[src/rtl/popcnt_pkg.sv]
`default_nettype none
// popcnt_pkg: shared types and constants for the popcount scheduler (rev 1.0).
package popcnt_pkg;

  typedef enum logic [1:0] {
    IDLE  = 2'd0,
    ISSUE = 2'd1,
    WAIT  = 2'd2,
    RESP  = 2'd3
  } state_t;

  localparam int ENG_LATENCY = 7;
  localparam int ENG_GAP     = 2;
  localparam int DEF_DATA_W  = 128;
  localparam int DEF_CNT_W   = 8;

  function automatic int idx_width(input int n);
    return (n > 1) ? $clog2(n) : 1;
  endfunction

endpackage
`default_nettype wire

[src/rtl/rr_arbiter.sv]
`default_nettype none
// rr_arbiter: combinational round-robin pick starting at an external pointer (rev 1.0).
module rr_arbiter
  import popcnt_pkg::*;
#(
  parameter int N = 4
) (
  input  logic [N-1:0]              req,
  input  logic [idx_width(N)-1:0]   ptr,
  output logic [N-1:0]              gnt,
  output logic [idx_width(N)-1:0]   gnt_idx,
  output logic                      any
);

  localparam int IW = idx_width(N);

  int cand;

  // Walk the requesters in order ptr, ptr+1, ... with wrap; the first hit wins.
  always_comb begin
    cand    = 0;
    gnt_idx = '0;
    any     = 1'b0;
    for (int k = 0; k < N; k++) begin
      cand = int'(ptr) + k;
      if (cand >= N) begin
        cand = cand - N;
      end
      if (!any && req[IW'(cand)]) begin
        any     = 1'b1;
        gnt_idx = IW'(cand);
      end
    end
  end

  assign gnt = any ? (N'(1) << gnt_idx) : '0;

endmodule
`default_nettype wire

[src/rtl/popcnt_sched.sv]
`default_nettype none
// popcnt_sched: round-robin sharing of one pipelined popcount engine with timeout (rev 1.0).
module popcnt_sched
  import popcnt_pkg::*;
#(
  parameter int N_REQ   = 4,
  parameter int DATA_W  = DEF_DATA_W,
  parameter int CNT_W   = DEF_CNT_W,
  parameter int TIMEOUT = 15
) (
  input  logic                    clk,
  input  logic                    rst,
  input  logic [N_REQ-1:0]        req_valid,
  input  logic [N_REQ*DATA_W-1:0] req_data,
  output logic [N_REQ-1:0]        req_ready,
  output logic [N_REQ-1:0]        rsp_valid,
  input  logic [N_REQ-1:0]        rsp_ready,
  output logic [CNT_W-1:0]        rsp_data,
  output logic                    rsp_err,
  output logic                    eng_in_valid,
  output logic [DATA_W-1:0]       eng_A,
  input  logic                    eng_out_valid,
  input  logic [CNT_W-1:0]        eng_out_data,
  output logic                    err_sticky
);

  localparam int PTR_W = idx_width(N_REQ);
  localparam int TMR_W = $clog2(TIMEOUT + 1);
  // Cycles from a result strobe to the next issue strobe: RESP, IDLE, then ISSUE.
  localparam int REISSUE_GAP = 3;

  if (TIMEOUT <= ENG_LATENCY) begin : g_bad_timeout
    $error("popcnt_sched: TIMEOUT must exceed the engine latency");
  end

  if (REISSUE_GAP <= ENG_GAP) begin : g_bad_gap
    $error("popcnt_sched: reissue path too short for the engine sequencing window");
  end

  state_t              state;
  state_t              state_nxt;
  logic [PTR_W-1:0]    ptr;
  logic [PTR_W-1:0]    ptr_nxt;
  logic [PTR_W-1:0]    owner;
  logic [PTR_W-1:0]    gnt_idx;
  logic [N_REQ-1:0]    gnt;
  logic                any_req;
  logic                accept;
  logic                timer_done;
  logic                owner_rsp_ready;
  logic [TMR_W-1:0]    timer;
  logic [DATA_W-1:0]   sel_operand;

  rr_arbiter #(
    .N (N_REQ)
  ) u_arb (
    .req     (req_valid),
    .ptr     (ptr),
    .gnt     (gnt),
    .gnt_idx (gnt_idx),
    .any     (any_req)
  );

  // Grant is only visible in IDLE; masking with rst keeps req_ready low during reset.
  assign accept          = (state == IDLE) && any_req && !rst;
  assign req_ready       = accept ? gnt : '0;
  assign sel_operand     = req_data[gnt_idx*DATA_W +: DATA_W];
  assign ptr_nxt         = (gnt_idx == PTR_W'(N_REQ - 1)) ? '0 : gnt_idx + 1'b1;
  assign timer_done      = (timer == TMR_W'(TIMEOUT));
  assign owner_rsp_ready = rsp_ready[owner];
  assign eng_in_valid    = (state == ISSUE);
  assign rsp_valid       = (state == RESP) ? (N_REQ'(1) << owner) : '0;

  always_comb begin
    state_nxt = state;
    unique case (state)
      IDLE:    if (any_req) state_nxt = ISSUE;
      ISSUE:   state_nxt = WAIT;
      WAIT:    if (eng_out_valid || timer_done) state_nxt = RESP;
      RESP:    if (owner_rsp_ready) state_nxt = IDLE;
      default: state_nxt = IDLE;
    endcase
  end

  always_ff @(posedge clk or posedge rst) begin
    if (rst) begin
      state <= IDLE;
    end else begin
      state <= state_nxt;
    end
  end

  // Arbitration bookkeeping; eng_A keeps the last operand after the issue cycle.
  always_ff @(posedge clk or posedge rst) begin
    if (rst) begin
      ptr   <= '0;
      owner <= '0;
      eng_A <= '0;
    end else if (state == IDLE && any_req) begin
      ptr   <= ptr_nxt;
      owner <= gnt_idx;
      eng_A <= sel_operand;
    end
  end

  always_ff @(posedge clk or posedge rst) begin
    if (rst) begin
      timer <= '0;
    end else if (state == ISSUE) begin
      timer <= '0;
    end else if (state == WAIT && !timer_done) begin
      timer <= timer + 1'b1;
    end
  end

  // A real result takes priority over a timeout landing in the same cycle.
  always_ff @(posedge clk or posedge rst) begin
    if (rst) begin
      rsp_data <= '0;
      rsp_err  <= 1'b0;
    end else if (state == WAIT) begin
      if (eng_out_valid) begin
        rsp_data <= eng_out_data;
        rsp_err  <= 1'b0;
      end else if (timer_done) begin
        rsp_data <= '0;
        rsp_err  <= 1'b1;
      end
    end
  end

  always_ff @(posedge clk or posedge rst) begin
    if (rst) begin
      err_sticky <= 1'b0;
    end else if (state == WAIT && timer_done && !eng_out_valid) begin
      err_sticky <= 1'b1;
    end else if (state != WAIT && eng_out_valid) begin
      err_sticky <= 1'b1;
    end
  end

endmodule
`default_nettype wire

[config.mk]
export PLATFORM = sky130hd
export DESIGN_NAME = popcnt_sched
export DESIGN_NICKNAME = d
export VERILOG_FILES = /design/src/rtl/popcnt_pkg.sv /design/src/rtl/rr_arbiter.sv /design/src/rtl/popcnt_sched.sv
export SDC_FILE = /design/constraint.sdc
export NUM_CORES = 1
export LEC_CHECK = 0
export ABC_AREA = 0
export CAP_MARGIN = 0
export CORE_AREA = 3 3 259 261
export CTS_CLUSTER_SIZE = 16
export DETAILED_ROUTE_END_ITERATION = 10
export DIE_AREA = 0 0 262 264
export SETUP_SLACK_MARGIN = 0.05
export SYNTH_ARGS = -nofsm -noshare
export SYNTH_HDL_FRONTEND = slang
export SYNTH_SLANG_ARGS = --single-unit
[constraint.sdc]
create_clock -name clk -period 6.3 [get_ports clk]
set_clock_uncertainty 0.05 [all_clocks]
set_input_delay 1.26 -clock clk [delete_from_list [all_inputs] [get_ports clk]]
set_output_delay 1.26 -clock clk [all_outputs]
set_load 0.02 [all_outputs]
==> summary.md, run 1 <==
| Metric | Value |
|---|---|
| Share of the synthesized area in the top cell type | 0.432 |
| Sequential group share of total power | 0.245 |
| Post-DRT Antenna Nets | 0 |
| Reg clk slew, reported paths | 0.06 ns |
| Critical Path End Type | output pin |
| Number of global-route vias before repair | 10600 |
| Worst vdd ir | 0.188 mV |
| Synth cell count leaders | dfrtp_1 (148), nor2_1 (134), mux2i_1 (130) |
| CP Max Fanout | 15 |
| DRC viols | 0 |
| CP top delay family | buffers and inverters |
| Status | finished clean |
| I/O Buffers | 677 |
| Initial antenna violation count | 4 |
| Synth area leaders | dfrtp_1 (43%), mux2i_1 (15%), a221oi_1 (13%) |
| Number of DRC markers in iteration 0 | 543 |
| Yosys cell types | 42 |
| Worst-Skew Late Latency | 0.46 ns |
| Worst Hold Class | flip-flop to flip-flop |
| Final hold vios | 0 |
| Register area | 3700 µm² |
| CTS Hold Bufs | 0 |
| Total Routing Usage GR | 0.142 |
| Die height | 264 µm |
| Share of post-route cells with drive strength above 1 | 0.0407 |
| Combinational share of power | 0.589 |
| Mapped Nets | 1375 |
| Post-synth ARST share | 1.00 |
| Peak Freq | 200 MHz |
| CTS tree | built |
| Initial core utilization | 0.133 |
| Number of I/O pins | 678 |
| Vias per cell | 4.33 |
| Crit start category | primary input |
| RR Startpoint | ptr[1] |
| Multi-input logic area | 4340 µm² |
| Slowest-stage cell, CP | clkdlybuf4s50_1 |
| Setup Total Neg Slack | 0 ns |
| Top-count cell post-synth | dfrtp_1 |
| Routed WL | 50900 µm |
| CP Buf/Inv Count | 4 |
| Int Pwr | 4.15 mW |
| Pin count of the biggest net entering global routing | 71 |
| Die area | 69200 µm² |
| Mapped Cells | 836 |
| Rows | 93 |
| Final Non-Filler Cells | 2331 |
| Post-DR wirelength/cell | 21.8 µm |
| Prevailing post-synth register cell | dfrtp_1 |
| Sequential fraction of the synthesis area | 0.432 |
| Hold Crit Start | rsp_data[6] |
| Post-DP HPWL | 40200 µm |
| First-pass GRT wire length | 71800 µm |
| Mapped cell area | 8570 µm² |
| Synthesis Warnings | 0 |
| Postcts setup bufs | 0 |
| Longest Clk Path Bufs | 2 |
| Cell taking the most area after synthesis | dfrtp_1 |
| RSZ-0062 raised after global routing | false |
| Slew HR | 0.208 |
| Fin crit share | 0.794 |
| Leakage | 6.50 nW |
| Min Tclk post-route | 5.00 ns |
| Layout fillers | 6829 |
| CTS H-Tree Depth | 4 |
| Maxcap violations | 0 |
| Crit path required time | 4.99 ns |
| Critical Path Start | req_valid[0] |
| Ratio of total power to cell area | 432 nW/µm² |
| Root buffer selected by CTS | clkbuf_16 |
| 1st-pass router iterations | 5 |
| Synthesis-stage register bit count | 148 |
| Setup CP Type | primary input to output pin |
| Area Growth Syn to Fin | 95.2% |
| Worst-Margin Slew | 1.19 ns |
| Net Sw Frac | 0.427 |
| Slowest Stage Delay on Critical Path | 0.71 ns |
| Post-synthesis area per instance | 10.3 µm² |
| Post-synth EDFFs | 0 |
| Crit path top cell by count | clkdlybuf4s50_1 |
| Number of nets in the layout | 2002 |
| Core area | 64700 µm² |
| GR Overflow Total | 0 |
| Clock share of power | 0.166 |
| DR vias | 10100 |
| Pins Over Slew Limit | 0 |
| CTS buffer count | 17 |
| Die W | 262 µm |
| Crit path cell chain | clkdlybuf4s50_1 -> mux2i_1 -> o221ai_4 -> buf_4 -> inv_1 -> ha_1 -> and3_1 -> clkdlybuf4s50_1 |
| WP data arrival | 3.69 ns |
| Clock sinks | 148 |
| Setup violators final | 0 |
| Post_cts resized | 0 |
| Gpl congestion | 0.840 |
| P_sw | 3.09 mW |
| Inst Count DP | 2299 |
per-layer routing:
metal  global-route usage  vias up  routed length (µm)  part of all wire
li1                     -     4560                   -                 -
met1                0.161     4888               19600              0.38
met2                0.250      570               25600              0.50
met3               0.0391       62                4280             0.084
met4               0.0533        2                1460             0.029
met5                    0        -                  18           0.00035
kinds of logic (layout without fill, tap and decap cells):
group | count (synthesis) | in the layout | synth area share
other | 0 | 1 | 0
AND/OR/NAND/NOR | 164 | 164 | 0.0791
AO/OA/AOI/OAI | 288 | 288 | 0.252
flip-flops | 148 | 148 | 0.432
XOR/XNOR | 1 | 1 | 0.00102
buffers and inverters | 95 | 734 | 0.0680
multiplexers | 132 | 132 | 0.156
adder cells (fa/ha/maj) | 8 | 8 | 0.0117
power by group through the flow:
stage          combinational (mW)  clock [mW]  sequential (mW)
2_1_floorplan                1.91           0             2.25
3_3_place_gp                 4.24           0             1.76
3_5_place_dp                 4.29           0             1.78
4_1_cts                      4.29        1.27             1.77
5_1_grt                      4.57        1.29             1.83
6_report                     4.26        1.20             1.77
layout by cell type, fill, tap and decap left out, types with 2 or more instances in the layout:
| cell | Yosys | layout |
|---|---|---|
| nor2_1 | 134 | 134 |
| o22ai_1 | 128 | 128 |
| and4b_1 | 2 | 2 |
| o21ai_0 | 4 | 4 |
| a22o_1 | 8 | 8 |
| inv_6 | 0 | 2 |
| clkbuf_1 | 28 | 2 |
| bufinv_16 | 0 | 6 |
| inv_1 | 5 | 4 |
| ha_1 | 8 | 8 |
| a21oi_1 | 7 | 7 |
| clkinvlp_4 | 0 | 2 |
| o221ai_4 | 0 | 2 |
| mux2i_1 | 130 | 130 |
| buf_4 | 5 | 21 |
| clkdlybuf4s50_1 | 0 | 677 |
| a221oi_1 | 128 | 128 |
| clkinv_4 | 0 | 2 |
| nor3_1 | 3 | 3 |
| nand2_1 | 9 | 9 |
| dfrtp_1 | 148 | 148 |
| clkbuf_16 | 0 | 17 |
| nand3_1 | 3 | 3 |
| and3_1 | 6 | 6 |
metrics by stage:
step | instance area (µm²) | total power, mW | utilization | hold slack (ns) | setup WS (ns)
floorplan | 8580 | 4.16 | - | 0.473 | 0.905
global placement | 16100 | 6.00 | 0.248 | 0.415 | 1.38
detailed placement | 16100 | 6.07 | 0.248 | 0.423 | 1.30
CTS | 16700 | 7.34 | 0.259 | 0.449 | 1.30
global route | 16700 | 7.70 | 0.259 | 0.472 | 1.13
finish | 16700 | 7.24 | 0.259 | 0.451 | 1.30
registers in the layout (all words and copies together) (netlist names):
register    cells
eng_A         128
err_sticky      1
owner           2
ptr             2
rsp_data        8
rsp_err         1
state           2
timer           4
final cells by class:
class                           count  share of cell area
Sequential cell                   148               0.221
Timing Repair Buffer              698               0.414
Inverter                            5             0.00135
Antenna cell                        1            0.000150
Tap cell                          855              0.0639
Clock inverter                     12              0.0136
Clock buffer                       19              0.0259
Multi-Input combinational cell    593               0.259
path summary, 6_finish.rpt:
path	end	slack, ns	cells past startpoint
worst max-delay path	req_ready[3]	1.30	8
worst min-delay path	rsp_data[6]	0.45	1
worst max register to register	eng_A[22]	3.13	6
worst min register to register	rsp_data[6]	0.45	1
max in group asynchronous	eng_A[32]	3.74	4
min in group asynchronous	owner[1]	1.32	3
(Power assumes the default switching activity.)
==> run 2, diff against run 1 <==
==> constraint.sdc (replaced) <==
create_clock -name clk -period 5.04 [get_ports clk]
set_clock_uncertainty 0.05 [all_clocks]
set_input_delay 1.008 -clock clk [delete_from_list [all_inputs] [get_ports clk]]
set_output_delay 1.008 -clock clk [all_outputs]
set_load 0.02 [all_outputs]
==> run 2 against run 1 <==
Total power grew 24%; count of clock-buffer cells in the layout is the same; utilization is essentially flat; non-clock buffer count is the same; cell count is essentially flat; sequential share of layout area is essentially flat; via count shrank 0.77%; largest cell class unchanged; largest power group unchanged; worst setup slack lost 0.72 ns; worst hold slack gained 0.0042 ns; sequential power grew 25%; critical path type unchanged.
==> summary.md, run 2 (synthesized netlist as in run 1, its figures left out) <==
| Metric | Value |
|---|---|
| Final design utilization | 0.259 (+0.000270) |
| GR Overflow Total | 0 (unchanged) |
| Commonest non-fill, non-tap cells in the layout | clkdlybuf4s50_1 (677), dfrtp_1 (148), nor2_1 (134), mux2i_1 (130) |
| Post-DRT Antenna Nets | 0 (unchanged) |
| DR vias | 10000 (-0.77%) |
| Core area | 64700 µm² (unchanged) |
| Top flop regs | eng_A x128, rsp_data x8, timer x4 |
| Setup Total Neg Slack | 0 ns (unchanged) |
| Pin count of the biggest net entering global routing | 85 (+20%) |
| DRC viols | 0 (unchanged) |
| First-pass GRT wire length | 70400 µm (-2.0%) |
| RSZ-0062 raised after global routing | false |
| Peak Freq | 224 MHz |
| CTS tree | built |
| Min Tclk post-route | 4.46 ns |
| Maxcap violations | 0 (unchanged) |
| Pins Over Slew Limit | 0 (unchanged) |
| Reg clk slew, reported paths | 0.07 ns (about the same) |
| Worst Hold Class | flip-flop to flip-flop |
| Number of DRC markers in iteration 0 | 580 (+6.8%) |
| CTS H-Tree Depth | 4 (unchanged) |
| Gpl congestion | 0.842 (+0.26%) |
| Status | finished clean |
| Most common cell after layout, fill and taps aside | clkdlybuf4s50_1 |
| Worst vdd ir | 0.269 mV (+43%) |
| WP data arrival | 3.40 ns (-0.29 ns) |
| Number of global-route vias before repair | 10600 (+0.028%) |
| Largest register FFs | 128 (unchanged) |
| Longest Clk Path Bufs | 2 (unchanged) |
| Total Routing Usage GR | 0.139 (-0.00277) |
| Die area | 69200 µm² (unchanged) |
| Leakage | 6.49 nW (about the same) |
| Ratio of total power to cell area | 537 nW/µm² (+24%) |
| Area Growth Syn to Fin | 95.4% |
| Number of I/O pins | 678 (unchanged) |
| Die W | 262 µm (unchanged) |
| Number of nets in the layout | 2002 (unchanged) |
| CP Max Fanout | 10 (-5) |
| Routed WL | 50500 µm (-0.85%) |
| I/O Buffers | 677 (unchanged) |
| Share of post-route cells with drive strength above 1 | 0.0413 (+0.000650) |
| Slew HR | 0.326 (+0.117) |
| Fin crit share | 0.885 |
| Post-DP HPWL | 40000 µm (-0.62%) |
| Die height | 264 µm (unchanged) |
| Initial antenna violation count | 6 (+2) |
| Rows | 93 (unchanged) |
| Most flops, register | eng_A |
| Flop-to-flop setup slack | 2.00 ns (-1.13 ns) |
| Crit path required time | 3.98 ns (-1.01 ns) |
| Vias per cell | 4.29 (-0.82%) |
| Post_cts resized | 0 (unchanged) |
| Worst-Skew Late Latency | 0.47 ns (about the same) |
| Initial core utilization | 0.133 (unchanged) |
| 1st-pass router iterations | 5 (unchanged) |
| Postcts setup bufs | 0 (unchanged) |
| Worst-Margin Slew | 1.01 ns (-0.176 ns) |
| Crit start category | primary input |
| Setup CP Type | primary input to output pin |
| Final hold vios | 0 (unchanged) |
| CTS buffer count | 17 (unchanged) |
| Critical Path End Type | output pin |
| Post-DR wirelength/cell | 21.6 µm (-0.90%) |
| Setup violators final | 0 (unchanged) |
| CTS Hold Bufs | 0 (unchanged) |
| Clock sinks | 148 (unchanged) |
| Root buffer selected by CTS | clkbuf_16 |
run 2: changes by cell type in the layout (fill, tap and decap cells not counted):
cell	previous run	this run
inv_6	2	4
buf_4	21	17
bufinv_16	6	4
clkinvlp_4	2	4
clkinv_2	1	0
buf_12	0	4
run 2: per-stage QoR:
stage                     cells  area, µm²  setup WS, ns  hold WS (ns)  total power [mW]
after floorplan             836       8580         0.149         0.473              5.20
after global placement     2299      16100         0.610         0.413              7.53
after detailed placement   2299      16100         0.577         0.426              7.63
after CTS                  2331      16700         0.585         0.456              9.14
after global routing       2332      16800         0.470         0.478              9.58
final                      2332      16800         0.578         0.456              9.00
run 2: layer usage:
metal  up-vias  wire (µm)  share of wire  GRT usage
li1       4552          -              -          -
met1      4810      18900           0.37      0.152
met2       565      24900           0.49      0.242
met3        71       4770          0.095     0.0490
met4         6       1840          0.036     0.0592
met5         -         39        0.00077          0
run 2: cell type report:
class,count,area (µm²)
timing repair buffer,698,6980
antenna,1,2.50
inverter,5,22.5
clock buffer,19,433
clock inverter,13,195
multi-input combinational,593,4340
tap,855,1070
sequential,148,3700
fill,6860,47900
run 2: power by group:
| group | switching (mW) | leakage (nW) | internal (mW) | total, mW |
|---|---|---|---|---|
| sequential | 0.412 | 1.69 | 1.81 | 2.22 |
| combinational | 2.87 | 4.51 | 2.47 | 5.35 |
| clock | 0.601 | 0.295 | 0.836 | 1.44 |
run 2: worst max-delay path, cell delays in order:
cell,delay [ns]
clkdlybuf4s50_1,0.61
a21o_1,0.28
a21boi_0,0.38
o22a_1,0.23
ha_1,0.14
and3_1,0.14
clkdlybuf4s50_1,0.61
run 2: final timing paths:
check,startpoint,to,cells past startpoint
worst max-delay path,req_valid[0],req_ready[3],7
worst min-delay path,rsp_data[6],rsp_data[6],1
worst max register to register,ptr[1],eng_A[33],6
worst min register to register,rsp_data[6],rsp_data[6],1
max in group asynchronous,rst,eng_A[41],4
min in group asynchronous,rst,eng_A[20],3
==> run 3, diff against run 2 <==
--- a/config.mk
+++ b/config.mk
@@ -15,3 +15,4 @@
 export SYNTH_ARGS = -nofsm -noshare
 export SYNTH_HDL_FRONTEND = slang
 export SYNTH_SLANG_ARGS = --single-unit
+export TNS_END_PERCENT = 100
==> results of run 3 <==
Final layout, timing and power as in run 2 (identical DEF).
